### config.mk
export PLATFORM = sky130hd
export DESIGN_NAME = decod_seq_reg
export DESIGN_NICKNAME = d
export VERILOG_FILES = /design/src/rtl/decod_pkg.sv /design/src/rtl/decod_dwell_cnt.sv /design/src/rtl/decod_seq_reg.sv
export SDC_FILE = /design/constraint.sdc
export NUM_CORES = 1
export LEC_CHECK = 0
export CORE_MARGIN = 2
export CORE_UTILIZATION = 47
export CTS_CLUSTER_DIAMETER = 150
export DETAILED_ROUTE_END_ITERATION = 8
export GPL_TIMING_DRIVEN = 0
export PLACE_DENSITY = 0.72
export SETUP_SLACK_MARGIN = 0.02
export SLEW_MARGIN = 30
export SYNTH_ARGS = -nofsm -noshare
export SYNTH_HDL_FRONTEND = slang
export SYNTH_SLANG_ARGS = --single-unit
### constraint.sdc
create_clock -name clk_pad -period 1.6 [get_ports clk_pad]
set_input_delay 0.32 -clock clk_pad [delete_from_list [all_inputs] [get_ports clk_pad]]
set_output_delay 0.32 -clock clk_pad [all_outputs]
set_load 0.05 [all_outputs]
### src/rtl/decod_pkg.sv
// Shared types and helpers for the registered one-hot decoder with SCAN mode.
package decod_pkg;

  typedef enum logic [1:0] {
    IDLE  = 2'd0,
    SCAN  = 2'd1,
    DRAIN = 2'd2
  } state_e;

  // onehot() is sized for the widest supported selector; callers truncate to OUT_W.
  localparam int SEL_MAX_W = 8;
  localparam int OUT_MAX_W = 1 << SEL_MAX_W;

  function automatic int out_w(input int sel_w);
    return 1 << sel_w;
  endfunction

  function automatic logic [OUT_MAX_W-1:0] onehot(input logic [SEL_MAX_W-1:0] sel);
    logic [OUT_MAX_W-1:0] v;
    v      = '0;
    v[sel] = 1'b1;
    return v;
  endfunction

endpackage

### src/rtl/decod_dwell_cnt.sv
// Loadable down-counter timing the gap between SCAN beats; done at terminal count zero.
module decod_dwell_cnt #(
  parameter int DWELL = 1,
  localparam int CNT_W = $clog2(DWELL + 1)
) (
  input  logic             clk,
  input  logic             rst_n,
  input  logic             load,
  input  logic [CNT_W-1:0] load_val,
  input  logic             dec,
  output logic             done
);

  logic [CNT_W-1:0] cnt_q;

  always_ff @(posedge clk or negedge rst_n) begin
    if (!rst_n) begin
      cnt_q <= '0;
    end else if (load) begin
      cnt_q <= load_val;
    end else if (dec && (cnt_q != '0)) begin
      cnt_q <= cnt_q - 1'b1;
    end
  end

  assign done = (cnt_q == '0);

endmodule

### src/rtl/decod_seq_reg.sv
// Registered N-to-2^N one-hot decoder with valid/ready handshake and a SCAN walk mode.
// Optional selector parity check enabled by defining DECOD_PARITY_EN.
//
// state | meaning
// IDLE  | single-beat DIRECT decode, one-register pipeline
// SCAN  | walking one-hot through all codes, more beats still to present
// DRAIN | final SCAN beat presented, waiting for it to be consumed
module decod_seq_reg
  import decod_pkg::*;
#(
  parameter int SEL_W = 4,
  parameter int DWELL = 1
) (
  input  logic                  clk_pad,
  input  logic                  rst_n_pad,
  input  logic                  in_valid_pad,
  output logic                  in_ready_pad,
  input  logic [SEL_W-1:0]      sel_pad,
`ifdef DECOD_PARITY_EN
  input  logic                  sel_par_pad,
`endif
  input  logic                  en_pad,
  input  logic                  mode_pad,
  output logic [(1<<SEL_W)-1:0] out_pad,
  output logic                  out_valid_pad,
  input  logic                  out_ready_pad,
  output logic                  busy_pad,
  output logic                  err_pad
);

  localparam int OUT_W = out_w(SEL_W);
  localparam int CNT_W = $clog2(DWELL + 1);
  // Counter reload value: a DWELL-cycle gap means the next beat loads DWELL-1 edges after consume.
  localparam logic [CNT_W-1:0] DWELL_LD  = CNT_W'((DWELL > 1) ? DWELL - 2 : 0);
  localparam logic [SEL_W:0]   LAST_BEAT = (SEL_W+1)'(OUT_W - 1);

  state_e           state_q, state_d;
  logic [OUT_W-1:0] out_q;
  logic             out_valid_q;
  logic [SEL_W-1:0] idx_q;
  logic [SEL_W-1:0] idx_nxt;
  logic [SEL_W:0]   beat_q;
  logic             err_q;

  logic accept, consume, par_ok, start_scan;
  logic load_direct, load_scan, present, clear_valid, dwell_load, dwell_done;

`ifdef DECOD_PARITY_EN
  assign par_ok = (sel_par_pad == ^sel_pad);
`else
  assign par_ok = 1'b1;
`endif

  assign in_ready_pad = (state_q == IDLE) && (!out_valid_q || out_ready_pad);
  assign accept       = in_valid_pad && in_ready_pad;
  assign consume      = out_valid_q && out_ready_pad;
  assign start_scan   = mode_pad && en_pad && par_ok;
  assign idx_nxt      = idx_q + 1'b1;

  always_ff @(posedge clk_pad or negedge rst_n_pad) begin
    if (!rst_n_pad) state_q <= IDLE;
    else            state_q <= state_d;
  end

  always_comb begin
    state_d     = state_q;
    load_direct = 1'b0;
    load_scan   = 1'b0;
    present     = 1'b0;
    clear_valid = 1'b0;
    dwell_load  = 1'b0;
    case (state_q)
      IDLE: begin
        if (accept) begin
          if (start_scan) begin
            load_scan = 1'b1;
            state_d   = SCAN;
          end else begin
            load_direct = 1'b1;
          end
        end else if (consume) begin
          clear_valid = 1'b1;
        end
      end
      SCAN: begin
        if (consume) begin
          if (DWELL == 1) begin
            present = 1'b1;
          end else begin
            clear_valid = 1'b1;
            dwell_load  = 1'b1;
          end
        end else if (!out_valid_q && dwell_done) begin
          present = 1'b1;
        end
        if (present && (beat_q == LAST_BEAT)) state_d = DRAIN;
      end
      DRAIN: begin
        if (consume) begin
          clear_valid = 1'b1;
          state_d     = IDLE;
        end
      end
      default: state_d = IDLE;
    endcase
  end

  always_ff @(posedge clk_pad or negedge rst_n_pad) begin
    if (!rst_n_pad) begin
      out_q       <= '0;
      out_valid_q <= 1'b0;
      idx_q       <= '0;
      beat_q      <= '0;
    end else if (load_direct) begin
      out_q       <= (en_pad && par_ok) ? OUT_W'(onehot(SEL_MAX_W'(sel_pad))) : '0;
      out_valid_q <= 1'b1;
    end else if (load_scan) begin
      out_q       <= OUT_W'(onehot(SEL_MAX_W'(sel_pad)));
      out_valid_q <= 1'b1;
      idx_q       <= sel_pad;
      beat_q      <= (SEL_W+1)'(1);
    end else if (present) begin
      out_q       <= OUT_W'(onehot(SEL_MAX_W'(idx_nxt)));
      out_valid_q <= 1'b1;
      idx_q       <= idx_nxt;
      beat_q      <= beat_q + 1'b1;
    end else if (clear_valid) begin
      out_q       <= '0;
      out_valid_q <= 1'b0;
    end
  end

  always_ff @(posedge clk_pad or negedge rst_n_pad) begin
    if (!rst_n_pad)            err_q <= 1'b0;
    else if (accept && !par_ok) err_q <= 1'b1;
  end

  decod_dwell_cnt #(.DWELL(DWELL)) u_dwell (
    .clk      (clk_pad),
    .rst_n    (rst_n_pad),
    .load     (dwell_load),
    .load_val (DWELL_LD),
    .dec      ((state_q == SCAN) && !out_valid_q),
    .done     (dwell_done)
  );

  assign out_pad       = out_q;
  assign out_valid_pad = out_valid_q;
  assign busy_pad      = (state_q != IDLE);
  assign err_pad       = err_q;

endmodule

==> results of run 1 <==
==> per-stage QoR <==
stage	util [%]	std cells	power, mW
finish	75.8	278	4.62
global route	75.8	278	4.89
detailed placement	59.8	245	3.24
CTS	66.1	263	3.98
floorplan	-	171	2.66
global placement	59.9	245	3.16
==> cells in the final DEF, fill, tap and decap left out, drive strengths merged, types with 3 or more instances in the layout <==
| cell type | synthesis | final |
|---|---|---|
| nor4 | 2 | 3 |
| nor2 | 10 | 10 |
| clkbuf | 2 | 13 |
| a211oi | 4 | 4 |
| and3b | 3 | 3 |
| nand3 | 6 | 6 |
| inv | 8 | 8 |
| dlygate4sd2 | 0 | 6 |
| o21ai | 6 | 6 |
| ha | 7 | 7 |
| clkdlybuf4s15 | 0 | 8 |
| dfrtp | 29 | 29 |
| o221ai | 14 | 14 |
| nand2 | 24 | 24 |
| a21oi | 7 | 7 |
| nor3 | 6 | 6 |
| clkdlybuf4s50 | 0 | 7 |
| buf | 6 | 33 |
| nand3b | 5 | 5 |
==> layout make-up <==
class                   count  area (um^2)
fillers                   221          821
well taps                  46         57.6
plain buffers               7         68.8
clock buffers               7         65.1
repair buffers             53          477
inverters                   8         30.0
flip-flops and latches     29          732
multi-input cells         127         1130
clock inverters             1         5.00
==> flip-flops by register name, indices dropped and copies added (netlist names) <==
| signal | flops |
|---|---|
| u_dwell.cnt_q | 1 |
| beat_q | 5 |
| out_pad | 16 |
| out_valid_pad | 1 |
| idx_q | 4 |
| state_q | 2 |
==> path summary, 6_finish.rpt <==
check                              startpoint            end  slack, ns
worst max-delay path               state_q[1]   in_ready_pad      -0.11
worst min-delay path                rst_n_pad     out_pad[3]      -0.01
worst max register to register     state_q[1]      beat_q[1]      -0.05
worst min register to register    out_pad[11]    out_pad[11]       0.50
max in group asynchronous           rst_n_pad     state_q[1]       1.13
min in group clk_pad            out_ready_pad  out_valid_pad       0.49
==> logic make-up (layout without fill, tap and decap cells) <==
logic type	Yosys count	in the layout	share of synthesized area, %
AO/OA/AOI/OAI	40	40	18.0
XOR/XNOR	4	4	2.09
adder cells (fa/ha/maj)	7	7	5.24
buffers and inverters	16	76	4.94
flip-flops	29	29	43.4
multiplexers	4	4	2.54
other	1	1	0.224
AND/OR/NAND/NOR	70	71	23.6
==> power by group <==
part | switching, mW | internal [mW] | leakage (nW)
clock | 0.284 | 0.254 | 0.0413
combinational | 1.68 | 1.23 | 0.705
sequential | 0.198 | 0.972 | 0.369
total | 2.16 | 2.45 | 1.12
==> what timing repair did <==
item | CTS | global route
setup endpoints to repair | 34 | 33
resized for setup | 60 | 59
setup buffers | 10 | 13
pin swaps | 3 | 19
cloned | 1 | 2
==> layer usage <==
layer | vias up | global-route usage (%) | part of all wire [%]
met1 | 776 | 26.8 | 39
met3 | 16 | 7.14 | 5.1
met2 | 55 | 38.8 | 53
met5 | - | 0 | 0
met4 | 0 | 11.4 | 2.8
li1 | 753 | - | -
==> results.toml, run 1 <==
[sta]
fin_crit_sh_pct = 107
rsz0062_at_grt = "true"
slew_viol_final = 0
clock_skew_ns = 0.0142
slew_headroom_pct = 55.4
fmax_ghz = 0.585
tns_ns = -0.407
tightest_slew_ns = 0.668
whs_ns = -0.0102
timing.final.crit_period_ns = 1.71
setup_violations = 10
hold_violations = 11
fin_ws_ns = -0.110

[floorplan]
core-area_um2 = 3390
die_h_um = 63.7
start_util_pct = 49.4
ioPinCount = 30
dieArea_um2 = 4050
die_w_um = 63.7
row_count = 21

[critical_path]
crit_chain = "or2_1 -> buf_6 -> nor2_4 -> buf_8"
cp_max_fo = 3
end_kind = "output pin"
crit_family = "flip-flops"
max_stage_delay_ns = 0.44
worst-path-stages = 4
critical_path.startpoint_type = "flop"
cp.arrival_ns = 1.39
r2r_cells = 6
crit_buf_inv = 2
cp_slowest_cell = "dfrtp_2"
cp.required_ns = 1.28
path_class = "reg2out"

[synth]
synth_edf_count = 0
syn_inst = 171
yosysTopAreaCell = "dfrtp_1"
synthTopCellsByArea = "dfrtp_1 (43%), o221ai_1 (7.3%), nand2_1 (5.4%), ha_1 (5.2%), nand3b_1 (2.2%)"
syn_area_um2 = 1670
synth_most_common_cell = "dfrtp_1"
postSynthAreaPerCell_um2 = 9.78
synth_cell_types = 45
synthTopCellsByCount = "dfrtp_1 (29), nand2_1 (24), o221ai_1 (14), nor2_1 (9), inv_1 (8)"
synthFlopType = "dfrtp_1"
synth_seq_cells = 29
ys_seq_area_share_pct = 43.4
synthArstFlopShare_pct = 100
syn_nets = 188
synth_top_area_share_pct = 43.4
yosys_warnings = 0

[pwr]
irDropWorstVdd_uv = 1040
total_leakage_power_nw = 1.12
power_density_nw_per_um2 = 1800

[global_route]
grt_pass1_wl_um = 7090
grt_max_degree = 30
grt_antenna_before_repair = 0
groute.usage.overall_pct = 23.2
grt-ovfl-total = 0
grt_pass1_vias = 1478

[finish]
fin_area_um2 = 2570
area_growth_pct = 53.6
layout.nets = 248
drive_above_1_share_pct = 44.8
antenna_cells = 0

[route]
drt_iter0_drc = 117
vias = 1600
firstDrtPassIters = 4
routed_wl_um = 5050
ant_nets = 0
routedWlPerCell_um = 18.2
via_per_inst = 5.76
drc = 0

[run_status]
status = "complete, but fails checks"
violations = "negative hold slack, negative setup slack"

[clock_tree]
htree_num_levels = 2
cts_tree = "built"
cts_buffers = 5
cts-root-buf = "clkbuf_4"
cts.sinks = 29
postCtsHoldBufs = 0
path_clk_slew_ns = 0.11
worst_skew_pair.late_latency_ns = 0.35
clockBufferDepth = 2

[placed_design]
dpl_cell_area_um2 = 2030
post-place-ws_ns = -0.851
gp_congestion = 0.906
numPortBuffers = 28
hpwl_um = 2950

[hold_path]
hold_class = "in2async"

[job]
maxCapViolCount = 0
Note: power is estimated with default switching activity, not from simulation.
==> inputs of run 2 (changes only) <==
--- a/config.mk
+++ b/config.mk
@@ -5,12 +5,12 @@
 export SDC_FILE = /design/constraint.sdc
 export NUM_CORES = 1
 export LEC_CHECK = 0
-export CORE_MARGIN = 2
-export CORE_UTILIZATION = 47
+export CORE_MARGIN = 1
+export CORE_UTILIZATION = 45
 export CTS_CLUSTER_DIAMETER = 150
 export DETAILED_ROUTE_END_ITERATION = 8
 export GPL_TIMING_DRIVEN = 0
-export PLACE_DENSITY = 0.72
+export PLACE_DENSITY = 0.7
 export SETUP_SLACK_MARGIN = 0.02
 export SLEW_MARGIN = 30
 export SYNTH_ARGS = -nofsm -noshare
==> run 2 against run 1 <==
  * The run ends with negative setup slack left
  * Clock skew fell by 0.0076 ns
  * Clock power grew 12%
  * Utilization decreased by 2.1 points
  * Sequential power grew 6%
  * Total power shrank 1.1%
  * Die area is 2.2% lower
  * Largest cell class unchanged
  * Cell count fell by 1.8%
  * Non-clock buffer count shrank 3
  * Wire length down 6.4%
  * Global-route usage fell by 1.4 points
  * Critical path depth unchanged
==> results.toml, run 2 (synthesis gave the netlist of run 1 again) <==
[run_status]
status = "complete, but fails checks"
violations = "negative setup slack"

[clock_tree]
path_clk_slew_ns = 0.06
htree_num_levels = 2
cts_tree = "built"
cts-root-buf = "clkbuf_8"
cts.sinks = 29
cts_buffers = 5
clockBufferDepth = 2
worst_skew_pair.late_latency_ns = 0.28

[route]
firstDrtPassIters = 4
ant_nets = 0
routedWlPerCell_um = 17.3
drt_iter0_drc = 52
via_per_inst = 5.72
vias = 1562
drc = 0
routed_wl_um = 4730

[critical_path]
crit_family = "flip-flops"
cp.required_ns = 1.28
crit_top_cell = "buf_6"
cp.arrival_ns = 1.39
startpoint = "state_q[0]"
critical_path.startpoint_type = "flop"
path_class = "reg2out"
cp_slowest_cell = "dfrtp_2"
cp_max_fo = 5
end_kind = "output pin"
crit_buf_inv = 2
r2r_slack_ns = -0.09
max_stage_delay_ns = 0.44
crit_chain = "or2_1 -> buf_6 -> nor2_4 -> buf_6"
r2r_start = "state_q[1]"

[pwr]
power_density_nw_per_um2 = 1800
total_leakage_power_nw = 1.16
irDropWorstVdd_uv = 956

[finish]
fillers = 240
layout.nets = 244
largest_reg_flops = 16
finalNonFillerCells = 273
fin_area_um2 = 2540
area_growth_pct = 51.6
drive_above_1_share_pct = 41.4
antenna_cells = 0
final_cell_mix = "dfrtp_1 (24), dlygate4sd2_1 (18), buf_4 (17)"
mostFrequentLayoutCell = "dfrtp_1"

[floorplan]
die_h_um = 63.0
core-area_um2 = 3440
row_count = 21
ioPinCount = 30
start_util_pct = 48.6
dieArea_um2 = 3970
die_w_um = 63.0

[sta]
slew_headroom_pct = 55.2
clock_skew_ns = 0.00668
fin_ws_ns = -0.110
hold_violations = 0
tightest_slew_ns = 0.671
slew_viol_final = 0
fmax_ghz = 0.585
rsz0062_at_grt = "true"
timing.final.crit_period_ns = 1.71
setup_violations = 10
fin_crit_sh_pct = 107

[placed_design]
hpwl_um = 2740
gp_congestion = 0.929
dpl_cell_area_um2 = 2030
numPortBuffers = 28
dpl.cell_count = 245

[hold_path]
hold_class = "in2async"

[global_route]
grt_max_degree = 30
grt_pass1_vias = 1446
grt_antenna_before_repair = 0
groute.usage.overall_pct = 21.8
grt-ovfl-total = 0
grt_pass1_wl_um = 6710

[job]
maxCapViolCount = 0
run 2: final cells by class:
| cell class | instances | area, um^2 | area share [%] |
|---|---|---|---|
| tap | 46 | 57.6 | 2.27 |
| buffer | 5 | 52.6 | 2.07 |
| sequential | 29 | 732 | 28.9 |
| timing repair buffer | 52 | 468 | 18.5 |
| multi-input combinational | 126 | 1110 | 43.8 |
| inverter | 8 | 30.0 | 1.18 |
| clock buffer | 7 | 86.3 | 3.40 |
run 2: final timing paths:
kind / cells past startpoint / to
setup / recovery: 4 / in_ready_pad
hold / removal: 1 / u_dwell.cnt_q
setup reg to reg: 6 / beat_q[4]
hold reg to reg: 2 / out_pad[11]
max in group asynchronous: 1 / state_q[1]
min in group clk_pad: 2 / out_pad[11]
run 2: where the power goes:
group	internal, mW	leakage [nW]	switching (mW)
clock network	0.340	0.0443	0.264
logic	1.13	0.742	1.59
registers	0.976	0.369	0.262
total	2.45	1.16	2.12
run 2: per-stage QoR:
step | TNS (ns) | power, mW | hold WS [ns] | utilization [%] | setup WS [ns]
3_3_place_gp | -17.55 | 3.16 | 0.471 | 59.0 | -0.814
5_1_grt | -1.89 | 4.84 | 0.118 | 73.7 | -0.156
3_5_place_dp | -10.22 | 3.22 | 0.383 | 58.9 | -0.835
6_report | -0.400 | 4.57 | 0.0776 | 73.7 | -0.110
2_1_floorplan | -0.396 | 2.66 | 0.0244 | - | -0.0430
4_1_cts | -0.0917 | 3.96 | 0.0899 | 64.9 | -0.0917
run 2: worst reg2reg max path, delay by kind of cell (launching register included):
kind                   cells  cell delay, ns
AO/OA/AOI/OAI              1            0.24
buffers and inverters      2            0.30
flip-flops                 1            0.44
multiplexers               1            0.28
AND/OR/NAND/NOR            2            0.36
run 2: what timing repair did:
| action | 4_1_cts | 5_1_grt |
|---|---|---|
| pin swaps | 4 | 21 |
| resized for setup | 50 | 51 |
| endpoints found under the setup margin | 40 | 26 |
| cloned | 1 | 1 |
| buffers inserted | 11 | 11 |
| hold buffers | 0 | 0 |
run 2: metal layers:
layer	part of all wire, %	track usage (%)	vias to the layer above
li1	-	-	737
met1	38	25.9	770
met2	56	39.2	45
met3	3.8	4.56	10
met4	2.2	6.10	0
met5	0	0	-
